==> config.mk <==
export PLATFORM = sky130hd
export DESIGN_NAME = sysmgr_rst_ctrl_flat
export DESIGN_NICKNAME = d
export VERILOG_FILES = /design/src/rtl/sysmgr_rst_ctrl_if.sv /design/src/rtl/sysmgr_rst_ctrl.sv /design/src/flat_wrapper.sv
export SDC_FILE = /design/constraint.sdc
export NUM_CORES = 1
export LEC_CHECK = 0
export CORE_UTILIZATION = 55
export DETAILED_ROUTE_END_ITERATION = 16
export GPL_TIMING_DRIVEN = 0
export MAX_ROUTING_LAYER = met4
export PLACE_DENSITY = 0.83
export SYNTH_ARGS = -nofsm -noshare
export SYNTH_HDL_FRONTEND = slang
export SYNTH_SLANG_ARGS = --single-unit
==> constraint.sdc <==
create_clock -name clk -period 4.04 [get_ports clk]
set_input_delay 0.808 -clock clk [delete_from_list [all_inputs] [get_ports clk]]
set_output_delay 0.808 -clock clk [all_outputs]
set_load 0.02 [all_outputs]
==> src/rtl/sysmgr_rst_ctrl_if.sv <==
// -----------------------------------------------------------------------------
// sysmgr_rst_ctrl_if
// Signal bundle between the reset/PLL supervisor and its surroundings.
//   btn_n         : async pushbutton, low = pressed             (into supervisor)
//   sw_rst_req    : async software reset request, rising edge    (into supervisor)
//   pll_lock      : async PLL lock indicator                     (into supervisor)
//   pll_rst       : active-high reset to the PLL generator       (from supervisor)
//   sys_ok        : PLL qualified locked, system running         (from supervisor)
//   fault         : lock never achieved within the retry budget  (from supervisor)
//   retry_cnt     : failed attempts in the current sequence      (from supervisor)
//   lock_lost_cnt : lock losses while running, saturating        (from supervisor)
//   state         : FSM state encoding for debug                 (from supervisor)
// master = the environment driving the inputs, slave = the supervisor itself.
// -----------------------------------------------------------------------------
interface sysmgr_rst_ctrl_if;
    logic       btn_n;
    logic       sw_rst_req;
    logic       pll_lock;
    logic       pll_rst;
    logic       sys_ok;
    logic       fault;
    logic [7:0] retry_cnt;
    logic [7:0] lock_lost_cnt;
    logic [2:0] state;

    modport master (
        output btn_n, sw_rst_req, pll_lock,
        input  pll_rst, sys_ok, fault, retry_cnt, lock_lost_cnt, state
    );

    modport slave (
        input  btn_n, sw_rst_req, pll_lock,
        output pll_rst, sys_ok, fault, retry_cnt, lock_lost_cnt, state
    );
endinterface

==> src/rtl/sysmgr_rst_ctrl.sv <==
// -----------------------------------------------------------------------------
// sysmgr_rst_ctrl
// Reset/PLL supervisor on the free-running board reference clock. Holds the
// PLL generator in reset after power-on, pulses its reset per lock attempt,
// qualifies lock with a consecutive-cycle filter, retries on lock timeout,
// latches a fault after the retry budget, and recovers from lock loss.
// Ports:
//   clk   : free-running board reference clock
//   rst_n : asynchronous active-low reset
//   bus   : sysmgr_rst_ctrl_if.slave (async inputs, registered status outputs)
// -----------------------------------------------------------------------------
module sysmgr_rst_ctrl #(
    parameter int unsigned POR_CYCLES      = 4096,
    parameter int unsigned PLL_RST_CYCLES  = 16,
    parameter int unsigned LOCK_FILTER     = 8,
    parameter int unsigned LOCK_TIMEOUT    = 65536,
    parameter int unsigned DEBOUNCE_CYCLES = 1024,
    parameter int unsigned MAX_RETRY       = 3
) (
    input  logic               clk,
    input  logic               rst_n,
    sysmgr_rst_ctrl_if.slave   bus
);
    typedef enum logic [2:0] {
        ST_POR       = 3'd0,
        ST_PLL_RST   = 3'd1,
        ST_WAIT_LOCK = 3'd2,
        ST_RUN       = 3'd3,
        ST_FAULT     = 3'd4
    } state_t;

    localparam int unsigned MAX_AB  = (POR_CYCLES > PLL_RST_CYCLES) ? POR_CYCLES : PLL_RST_CYCLES;
    localparam int unsigned CNT_MAX = (MAX_AB > LOCK_TIMEOUT) ? MAX_AB : LOCK_TIMEOUT;
    localparam int          CW      = $clog2(CNT_MAX + 1);
    localparam int          LW      = $clog2(LOCK_FILTER + 1);
    localparam int          DW      = $clog2(DEBOUNCE_CYCLES + 1);

    logic          btn_meta_r, btn_sync_r;
    logic          sw_meta_r, sw_sync_r, sw_prev_r;
    logic          lock_meta_r, lock_sync_r;
    logic          btn_pressed_r, btn_prev_r;
    logic [DW-1:0] deb_cnt_r;
    logic [CW-1:0] cnt_r;
    logic [LW-1:0] lock_cnt_r;
    state_t        state_r, state_next_s;
    logic [7:0]    retry_cnt_r, retry_next_s;
    logic [7:0]    lock_lost_cnt_r, lost_next_s;
    logic          pll_rst_r, sys_ok_r, fault_r;
    logic          sw_evt_s, btn_rise_s, btn_mismatch_s;

    // Two-flop synchronizers for the three asynchronous inputs.
    always_ff @(posedge clk or negedge rst_n) begin
        if (!rst_n) begin
            btn_meta_r  <= 1'b1;
            btn_sync_r  <= 1'b1;
            sw_meta_r   <= 1'b0;
            sw_sync_r   <= 1'b0;
            sw_prev_r   <= 1'b0;
            lock_meta_r <= 1'b0;
            lock_sync_r <= 1'b0;
        end else begin
            btn_meta_r  <= bus.btn_n;
            btn_sync_r  <= btn_meta_r;
            sw_meta_r   <= bus.sw_rst_req;
            sw_sync_r   <= sw_meta_r;
            sw_prev_r   <= sw_sync_r;
            lock_meta_r <= bus.pll_lock;
            lock_sync_r <= lock_meta_r;
        end
    end

    assign sw_evt_s       = sw_sync_r & ~sw_prev_r;
    // btn_n is active low, so equality with btn_pressed means disagreement.
    assign btn_mismatch_s = (btn_sync_r == btn_pressed_r);
    assign btn_rise_s     = btn_pressed_r & ~btn_prev_r;

    // Debouncer: flip the pressed state after DEBOUNCE_CYCLES disagreeing samples.
    always_ff @(posedge clk or negedge rst_n) begin
        if (!rst_n) begin
            btn_pressed_r <= 1'b0;
            btn_prev_r    <= 1'b0;
            deb_cnt_r     <= '0;
        end else begin
            btn_prev_r <= btn_pressed_r;
            if (btn_mismatch_s) begin
                if (deb_cnt_r >= DW'(DEBOUNCE_CYCLES - 1)) begin
                    btn_pressed_r <= ~btn_pressed_r;
                    deb_cnt_r     <= '0;
                end else begin
                    deb_cnt_r <= deb_cnt_r + DW'(1);
                end
            end else begin
                deb_cnt_r <= '0;
            end
        end
    end

    // Next-state, retry and lock-loss bookkeeping.
    always_comb begin
        state_next_s = state_r;
        retry_next_s = retry_cnt_r;
        lost_next_s  = lock_lost_cnt_r;
        case (state_r)
            ST_POR: begin
                if (cnt_r >= CW'(POR_CYCLES - 1)) state_next_s = ST_PLL_RST;
                else                              state_next_s = ST_POR;
            end
            ST_PLL_RST: begin
                // A held button keeps the PLL in reset past the minimum pulse.
                if ((cnt_r >= CW'(PLL_RST_CYCLES - 1)) && !btn_pressed_r) state_next_s = ST_WAIT_LOCK;
                else                                                    state_next_s = ST_PLL_RST;
            end
            ST_WAIT_LOCK: begin
                // Lock qualification has priority over the timeout.
                if (lock_cnt_r == LW'(LOCK_FILTER)) begin
                    state_next_s = ST_RUN;
                    retry_next_s = 8'd0;
                end else if (btn_rise_s || sw_evt_s) begin
                    state_next_s = ST_PLL_RST;
                end else if (cnt_r >= CW'(LOCK_TIMEOUT - 1)) begin
                    if (retry_cnt_r == 8'(MAX_RETRY)) begin
                        state_next_s = ST_FAULT;
                    end else begin
                        state_next_s = ST_PLL_RST;
                        retry_next_s = retry_cnt_r + 8'd1;
                    end
                end else begin
                    state_next_s = ST_WAIT_LOCK;
                end
            end
            ST_RUN: begin
                if (!lock_sync_r) begin
                    state_next_s = ST_PLL_RST;
                    lost_next_s  = (lock_lost_cnt_r == 8'hFF) ? lock_lost_cnt_r : lock_lost_cnt_r + 8'd1;
                end else if (btn_rise_s || sw_evt_s) begin
                    state_next_s = ST_PLL_RST;
                end else begin
                    state_next_s = ST_RUN;
                end
            end
            ST_FAULT: begin
                if (btn_rise_s || sw_evt_s) begin
                    state_next_s = ST_PLL_RST;
                    retry_next_s = 8'd0;
                end else begin
                    state_next_s = ST_FAULT;
                end
            end
            default: begin
                state_next_s = ST_POR;
            end
        endcase
    end

    // Shared dwell counter: clears on each state change, stops at its maximum.
    always_ff @(posedge clk or negedge rst_n) begin
        if (!rst_n) begin
            cnt_r <= '0;
        end else if (state_next_s != state_r) begin
            cnt_r <= '0;
        end else if (cnt_r != CW'(CNT_MAX)) begin
            cnt_r <= cnt_r + CW'(1);
        end else begin
            cnt_r <= cnt_r;
        end
    end

    // Lock filter: consecutive synced-lock-high samples while staying in WAIT_LOCK.
    always_ff @(posedge clk or negedge rst_n) begin
        if (!rst_n) begin
            lock_cnt_r <= '0;
        end else if ((state_r == ST_WAIT_LOCK) && (state_next_s == ST_WAIT_LOCK)) begin
            if (!lock_sync_r)                          lock_cnt_r <= '0;
            else if (lock_cnt_r != LW'(LOCK_FILTER))   lock_cnt_r <= lock_cnt_r + LW'(1);
            else                                       lock_cnt_r <= lock_cnt_r;
        end else begin
            lock_cnt_r <= '0;
        end
    end

    // State and outputs registered from the next state so they change together.
    always_ff @(posedge clk or negedge rst_n) begin
        if (!rst_n) begin
            state_r         <= ST_POR;
            pll_rst_r       <= 1'b1;
            sys_ok_r        <= 1'b0;
            fault_r         <= 1'b0;
            retry_cnt_r     <= 8'd0;
            lock_lost_cnt_r <= 8'd0;
        end else begin
            state_r         <= state_next_s;
            pll_rst_r       <= (state_next_s == ST_POR) || (state_next_s == ST_PLL_RST) ||
                               (state_next_s == ST_FAULT);
            sys_ok_r        <= (state_next_s == ST_RUN);
            fault_r         <= (state_next_s == ST_FAULT);
            retry_cnt_r     <= retry_next_s;
            lock_lost_cnt_r <= lost_next_s;
        end
    end

    assign bus.pll_rst       = pll_rst_r;
    assign bus.sys_ok        = sys_ok_r;
    assign bus.fault         = fault_r;
    assign bus.retry_cnt     = retry_cnt_r;
    assign bus.lock_lost_cnt = lock_lost_cnt_r;
    assign bus.state         = state_r;
endmodule

==> src/flat_wrapper.sv <==
// flat-port wrapper written by rule: the top's interface ports become plain ports
module sysmgr_rst_ctrl_flat 
#(
    parameter int unsigned POR_CYCLES      = 4096,
    parameter int unsigned PLL_RST_CYCLES  = 16,
    parameter int unsigned LOCK_FILTER     = 8,
    parameter int unsigned LOCK_TIMEOUT    = 65536,
    parameter int unsigned DEBOUNCE_CYCLES = 1024,
    parameter int unsigned MAX_RETRY       = 3
)
  (clk, rst_n, bus_btn_n, bus_sw_rst_req, bus_pll_lock, bus_pll_rst, bus_sys_ok, bus_fault, bus_retry_cnt, bus_lock_lost_cnt, bus_state);
  sysmgr_rst_ctrl_if bus_i ();
  input  logic clk;
  input  logic rst_n;
  input wire logic [$bits(bus_i.btn_n)-1:0] bus_btn_n;
  input wire logic [$bits(bus_i.sw_rst_req)-1:0] bus_sw_rst_req;
  input wire logic [$bits(bus_i.pll_lock)-1:0] bus_pll_lock;
  output wire logic [$bits(bus_i.pll_rst)-1:0] bus_pll_rst;
  output wire logic [$bits(bus_i.sys_ok)-1:0] bus_sys_ok;
  output wire logic [$bits(bus_i.fault)-1:0] bus_fault;
  output wire logic [$bits(bus_i.retry_cnt)-1:0] bus_retry_cnt;
  output wire logic [$bits(bus_i.lock_lost_cnt)-1:0] bus_lock_lost_cnt;
  output wire logic [$bits(bus_i.state)-1:0] bus_state;
  assign bus_i.btn_n = bus_btn_n;
  assign bus_i.sw_rst_req = bus_sw_rst_req;
  assign bus_i.pll_lock = bus_pll_lock;
  assign bus_pll_rst = bus_i.pll_rst;
  assign bus_sys_ok = bus_i.sys_ok;
  assign bus_fault = bus_i.fault;
  assign bus_retry_cnt = bus_i.retry_cnt;
  assign bus_lock_lost_cnt = bus_i.lock_lost_cnt;
  assign bus_state = bus_i.state;
  sysmgr_rst_ctrl #(.POR_CYCLES(POR_CYCLES), .PLL_RST_CYCLES(PLL_RST_CYCLES), .LOCK_FILTER(LOCK_FILTER), .LOCK_TIMEOUT(LOCK_TIMEOUT), .DEBOUNCE_CYCLES(DEBOUNCE_CYCLES), .MAX_RETRY(MAX_RETRY)) u_core (.clk(clk), .rst_n(rst_n), .bus(bus_i));
endmodule
### Word level (Yosys, flattened, before mapping)

Cells that the tools add are included.

* input bits: 5
* output and inout bits: 22
* bits in registers: 63
* logic and storage cells: 90

* equal/unequal tests: 20
* add/subtract/negate cells: 5
* reduce and logical (&&, ||, !) cells: 13
* bitwise gates (word level): 7
* mux-type cells: 23
* $lt $le $gt $ge: 4

Operators with widths (number)
* 8-bit two-way mux: 5
* 17-bit two-way mux: 2
* 11-bit two-way mux: 2
* 3-bit two-way mux: 6
* 17-bit by 1-bit adder with 17-bit output (second input constant): 1
* 17-bit by 12-bit >= comparator with 1-bit output (second input constant): 1
* 17-bit by 16-bit >= comparator with 1-bit output (second input constant): 1
* 17-bit by 4-bit >= comparator with 1-bit output (second input constant): 1
* 17-bit != test (second input constant): 1
* 8-bit by 1-bit adder with 8-bit output (second input constant): 2
* 8-bit case mux with 2 select lines: 1
* 3-bit case mux with 5 select lines: 1
* 3-bit by 2-bit equality test with 1-bit output (second input constant): 4
* 4-bit two-way mux: 3
* 11-bit by 1-bit adder with 11-bit output (second input constant): 1
* 11-bit by 10-bit >= comparator with 1-bit output (second input constant): 1
* 8-bit by 2-bit equality test with 1-bit output (second input constant): 1
* 8-bit equality test (second input constant): 1
* 3-bit by 1-bit equality test with 1-bit output (second input constant): 2
* 3-bit equality test (second input constant): 2
* 3-bit zero test: 2
* 3-bit by 2-bit != test with 1-bit output (second input constant): 2
* 1-bit inverter: 5
* 5-bit AND reduction: 1
* other kinds (17): 23

### Logic depth before layout (Yosys ltp)

* word-level depth: 9
* gate-level depth with buffers: 11
* gate-level depth less buffers: 10

### Worst setup path before layout

OpenSTA, ideal clock, no wires.

* kind: register to register
* from: reg u_core.cnt_r[0]
* to: reg u_core.cnt_r[11]
* data required time: 3.960 ns
* buffers on the path: 1
* period minus slack after synthesis: 2.377 ns
* stages on the path, launching flop included: 11
* slack: 1.663 ns
* data arrival time: 2.297 ns
* path through: dfrtp_1 > ha_1 > and3_1 > nand2_1 > nor2_1 > ha_1 > a311o_2 > nor3_4 > o221ai_4 > buf_6 > nor3_2

* word-level cells in the longest chain between the ends: 7
* elaborated cells on any way between the ends: 16
* those cells by class: add/sub (1); order compare (3); eq/ne (2); mux (8); reduce/logical (2)

Ends and longest elaborated chain
* start, declared: line sysmgr_rst_ctrl.sv:43 `logic [CW-1:0] cnt_r;`
* start signal, assigned: line sysmgr_rst_ctrl.sv:162 `cnt_r <= cnt_r + CW'(1);`
* start signal, assigned: line sysmgr_rst_ctrl.sv:164 `cnt_r <= cnt_r;`
* 17-bit by 16-bit >= comparator with 1-bit output: line sysmgr_rst_ctrl.sv:120 `end else if (cnt_r >= CW'(LOCK_TIMEOUT - 1)) begin`
* 3-bit two-way mux: line sysmgr_rst_ctrl.sv:120
* 3-bit two-way mux: line sysmgr_rst_ctrl.sv:118 `end else if (btn_rise_s || sw_evt_s) begin`
* 3-bit two-way mux: line sysmgr_rst_ctrl.sv:115 `if (lock_cnt_r == LW'(LOCK_FILTER)) begin`
* 3-bit case mux with 5 select lines: line sysmgr_rst_ctrl.sv:103 `case (state_r)`
* 3-bit != test: line sysmgr_rst_ctrl.sv:159 `end else if (state_next_s != state_r) begin`
* 17-bit two-way mux / 2-bit nonzero test (equally long branches)

Several ways; a longest one is shown, not always the timed one. The select of a mux whose other input is x is not followed.
A chain may end at the register's enable or synchronous reset.

### Final worst setup path

* from: reg u_core.cnt_r[0]
* to: reg u_core.cnt_r[4]

Same word-level chain as after synthesis.

==> flow_summary.json <==
{
  "pre_cts_ws_ns": 1.353,
  "syn_inst": 303,
  "grt-ovfl-total": 0,
  "grt_pass1_vias": 2407,
  "status": "completed",
  "wl_per_cell_um": 14.83,
  "crit_path_end_kind": "flip-flop",
  "holdCritPathClass": "reg -> reg",
  "clock_latency_ns": 0.35,
  "synth_cell_types": 49,
  "worstPathRequired_ns": 4.30,
  "pwr-share-comb": 0.025,
  "setup_violations": 0,
  "fin_crit_sh": 0.6740,
  "postCtsHoldBufs": 0,
  "grt_antenna_before_repair": 0,
  "drive_above_1_share": 0.1445,
  "start_util": 0.5745,
  "internal-power_mw": 1.124,
  "powerDensity_mw_per_mm2": 370.1,
  "criticalPathCategory": "reg -> reg",
  "dr.pass1.iters": 4,
  "cts_setup_buffers": 0,
  "clock_sinks": 63,
  "fp.dieW_um": 78.08,
  "final_util": 0.6890,
  "worst-endpoint-arrival_ns": 2.99,
  "fin_crit_ns": 2.723,
  "grt_pass1_wl_mm": 10.86,
  "finalSetupTns_ns": 0,
  "critPathLaunchType": "flip-flop",
  "ant_nets": 0,
  "max_cap_violations": 0,
  "die_h_um": 78.08,
  "fin_skew_ns": 0.007949,
  "num_vias": 2366,
  "rsz0062_at_grt": "no",
  "clk_pin_slew_ns": 0.07,
  "netlist_area_mm2": 0.003183,
  "synthArstFlopShare": 1.000,
  "clk_path_buf_depth": 2,
  "vias_per_cell": 5.660,
  "cts_buffers": 9,
  "htree_levels": 3,
  "peakVddDrop_uv": 289.8,
  "dieArea_mm2": 0.006096,
  "yosys_most_used_dff": "dfrtp_1",
  "max_freq_mhz": 367.2,
  "yosysMostFrequentCell": "dfrtp_1",
  "grt_max_degree": 35,
  "clock_power_share": 0.518,
  "yosys-top-cells-count": "60 x dfrtp_1, 34 x nor2_1, 24 x nand2_1",
  "fin_ws_ns": 1.317,
  "synth_top_area_share": 0.4717,
  "antennaDiodeCount": 0,
  "p_sw_frac": 0.2042,
  "gp_congestion": 0.8411,
  "synth_top_area_cell": "dfrtp_1",
  "post-dp-hpwl_mm": 4.241,
  "pin_count": 27,
  "p_leak_nw": 1.738,
  "synth_fp_nets": 316,
  "synth_seq_cells": 63,
  "area_delta_synth_final_pct": 19.93,
  "ys.warnings.count": 0,
  "cts_resized": 0,
  "synth_area_per_cell_um2": 10.51,
  "p_switching_mw": 0.2886,
  "cts_tree": "done",
  "relSlewSlack": 0.5514,
  "n_fill_cell": 416,
  "grt_usage": 0.2413,
  "wirelength_mm": 6.198,
  "seqPwrFrac": 0.457,
  "worstMarginPinSlew_ns": 0.6728,
  "finalNetCount": 354,
  "final-hold-violation-count": 0,
  "core_area_mm2": 0.005540,
  "synthTopCellsByArea": "dfrtp_1 47%, xor2_1 5.8%, nor2_1 4.0%",
  "crit_fanout": 10,
  "cts_root_buf": "clkbuf_8",
  "slew_violations": 0,
  "portBuffers": 26,
  "synth_edf_count": 0,
  "drtIter0Drc": 131,
  "fp-row-count": 27,
  "drc": 0,
  "synth.yosys.seq_area_share": 0.4965
}
==> power groups by stage <==
stage | Combinational, mW | Clock [mW] | Sequential (mW)
4_1_cts | 0.0365 | 0.743 | 0.645
3_5_place_dp | 0.0363 | 0 | 0.657
6_report | 0.0353 | 0.732 | 0.645
3_3_place_gp | 0.0332 | 0 | 0.657
2_1_floorplan | 0.0146 | 0 | 0.656
5_1_grt | 0.0413 | 0.767 | 0.646
==> critical path, cell delays in order, from the launching register on <==
cell and delay, ns:
dfrtp_1 0.45, ha_1 0.32, and3_1 0.22, nand2_1 0.12, nor2_1 0.06, ha_1 0.17, a311o_2 0.44, nor3_4 0.27
o221ai_4 0.21, buf_6 0.21, nor3_2 0.16
==> per-layer routing <==
metal / vias up / wire, um / global-route usage
met5: - / 0 / -
met4: 0 / 108 / 0.1037
met2: 39 / 3017 / 0.3684
met3: 12 / 240 / 0.07674
li1: 1154 / - / -
met1: 1161 / 2831 / 0.2962
==> path summary, 6_finish.rpt <==
| check | slack [ns] | endpoint | start | depth (start not counted) |
|---|---|---|---|---|
| setup / recovery | 1.32 | u_core.cnt_r[4] | u_core.cnt_r[0] | 10 |
| hold / removal | 0.36 | u_core.btn_sync_r | u_core.btn_meta_r | 0 |
| setup reg to reg | 1.32 | u_core.cnt_r[4] | u_core.cnt_r[0] | 10 |
| hold reg to reg | 0.36 | u_core.btn_sync_r | u_core.btn_meta_r | 0 |
| max in group asynchronous | 2.94 | u_core.bus.retry_cnt[1] | rst_n | 2 |
| min in group asynchronous | 0.49 | u_core.bus.lock_lost_cnt[2] | rst_n | 1 |
==> per-stage QoR <==
step,cells,power [mW],hold WS [ns],area (um^2)
floorplan,303,0.6704,0.3312,3183
global placement,401,0.6902,0.3328,3533
detailed placement,402,0.6936,0.3410,3548
CTS,418,1.425,0.3585,3817
global route,418,1.454,0.3613,3817
finish,418,1.413,0.3577,3817
==> flip-flops by register name, indices dropped and copies added, names as in the netlist <==
name / flops
u_core.cnt_r: 17
u_core.deb_cnt_r: 11
u_core.bus.lock_lost_cnt: 8
u_core.bus.retry_cnt: 8
u_core.lock_cnt_r: 4
u_core.bus.state: 3
u_core.btn_meta_r: 1
u_core.btn_pressed_r: 1
u_core.btn_prev_r: 1
u_core.btn_sync_r: 1
u_core.bus.fault: 1
u_core.bus.pll_rst: 1
u_core.bus.sys_ok: 1
u_core.lock_meta_r: 1
u_core.lock_sync_r: 1
u_core.sw_meta_r: 1
u_core.sw_prev_r: 1
u_core.sw_sync_r: 1
==> kinds of logic (layout without fill, tap and decap cells) <==
| group | Yosys count | after routing | synth area share |
|---|---|---|---|
| AO/OA/AOI/OAI | 35 | 35 | 0.09316 |
| XOR/XNOR | 33 | 33 | 0.09080 |
| adder cells (fa/ha/maj) | 8 | 8 | 0.03145 |
| buffers and inverters | 17 | 60 | 0.02594 |
| flip-flops | 63 | 63 | 0.4965 |
| multiplexers | 5 | 5 | 0.01651 |
| other | 1 | 1 | 0.001178 |
| AND/OR/NAND/NOR | 141 | 141 | 0.2445 |
==> layout by cell type (no fill, tap or decap), types with 4 or more instances in the layout <==
| cell type | n |
|---|---|
| a21o_1 | 6 |
| a21oi_1 | 9 |
| and3_1 | 7 |
| buf_2 | 4 |
| bufinv_16 | 4 |
| clkbuf_8 | 9 |
| clkdlybuf4s50_1 | 25 |
| dfrtp_1 | 60 |
| ha_1 | 8 |
| inv_1 | 11 |
| nand2_1 | 24 |
| nand3_1 | 20 |
| nand4_1 | 12 |
| nor2_1 | 34 |
| nor3_1 | 15 |
| nor3_2 | 10 |
| o31ai_1 | 6 |
| xnor2_1 | 12 |
| xor2_1 | 21 |
==> final cells by class <==
cell class	count	area [um^2]	share of cell area
clock buffer	9	123.9	0.03245
tap	72	90.09	0.02360
timing repair buffer	27	275.3	0.07211
buffer	6	41.29	0.01082
inverter	11	41.29	0.01082
multi-input combinational	223	1520	0.3982
clock inverter	7	145.1	0.03802
sequential	63	1580	0.4140
No activity file was read; power rests on OpenSTA's default activity.
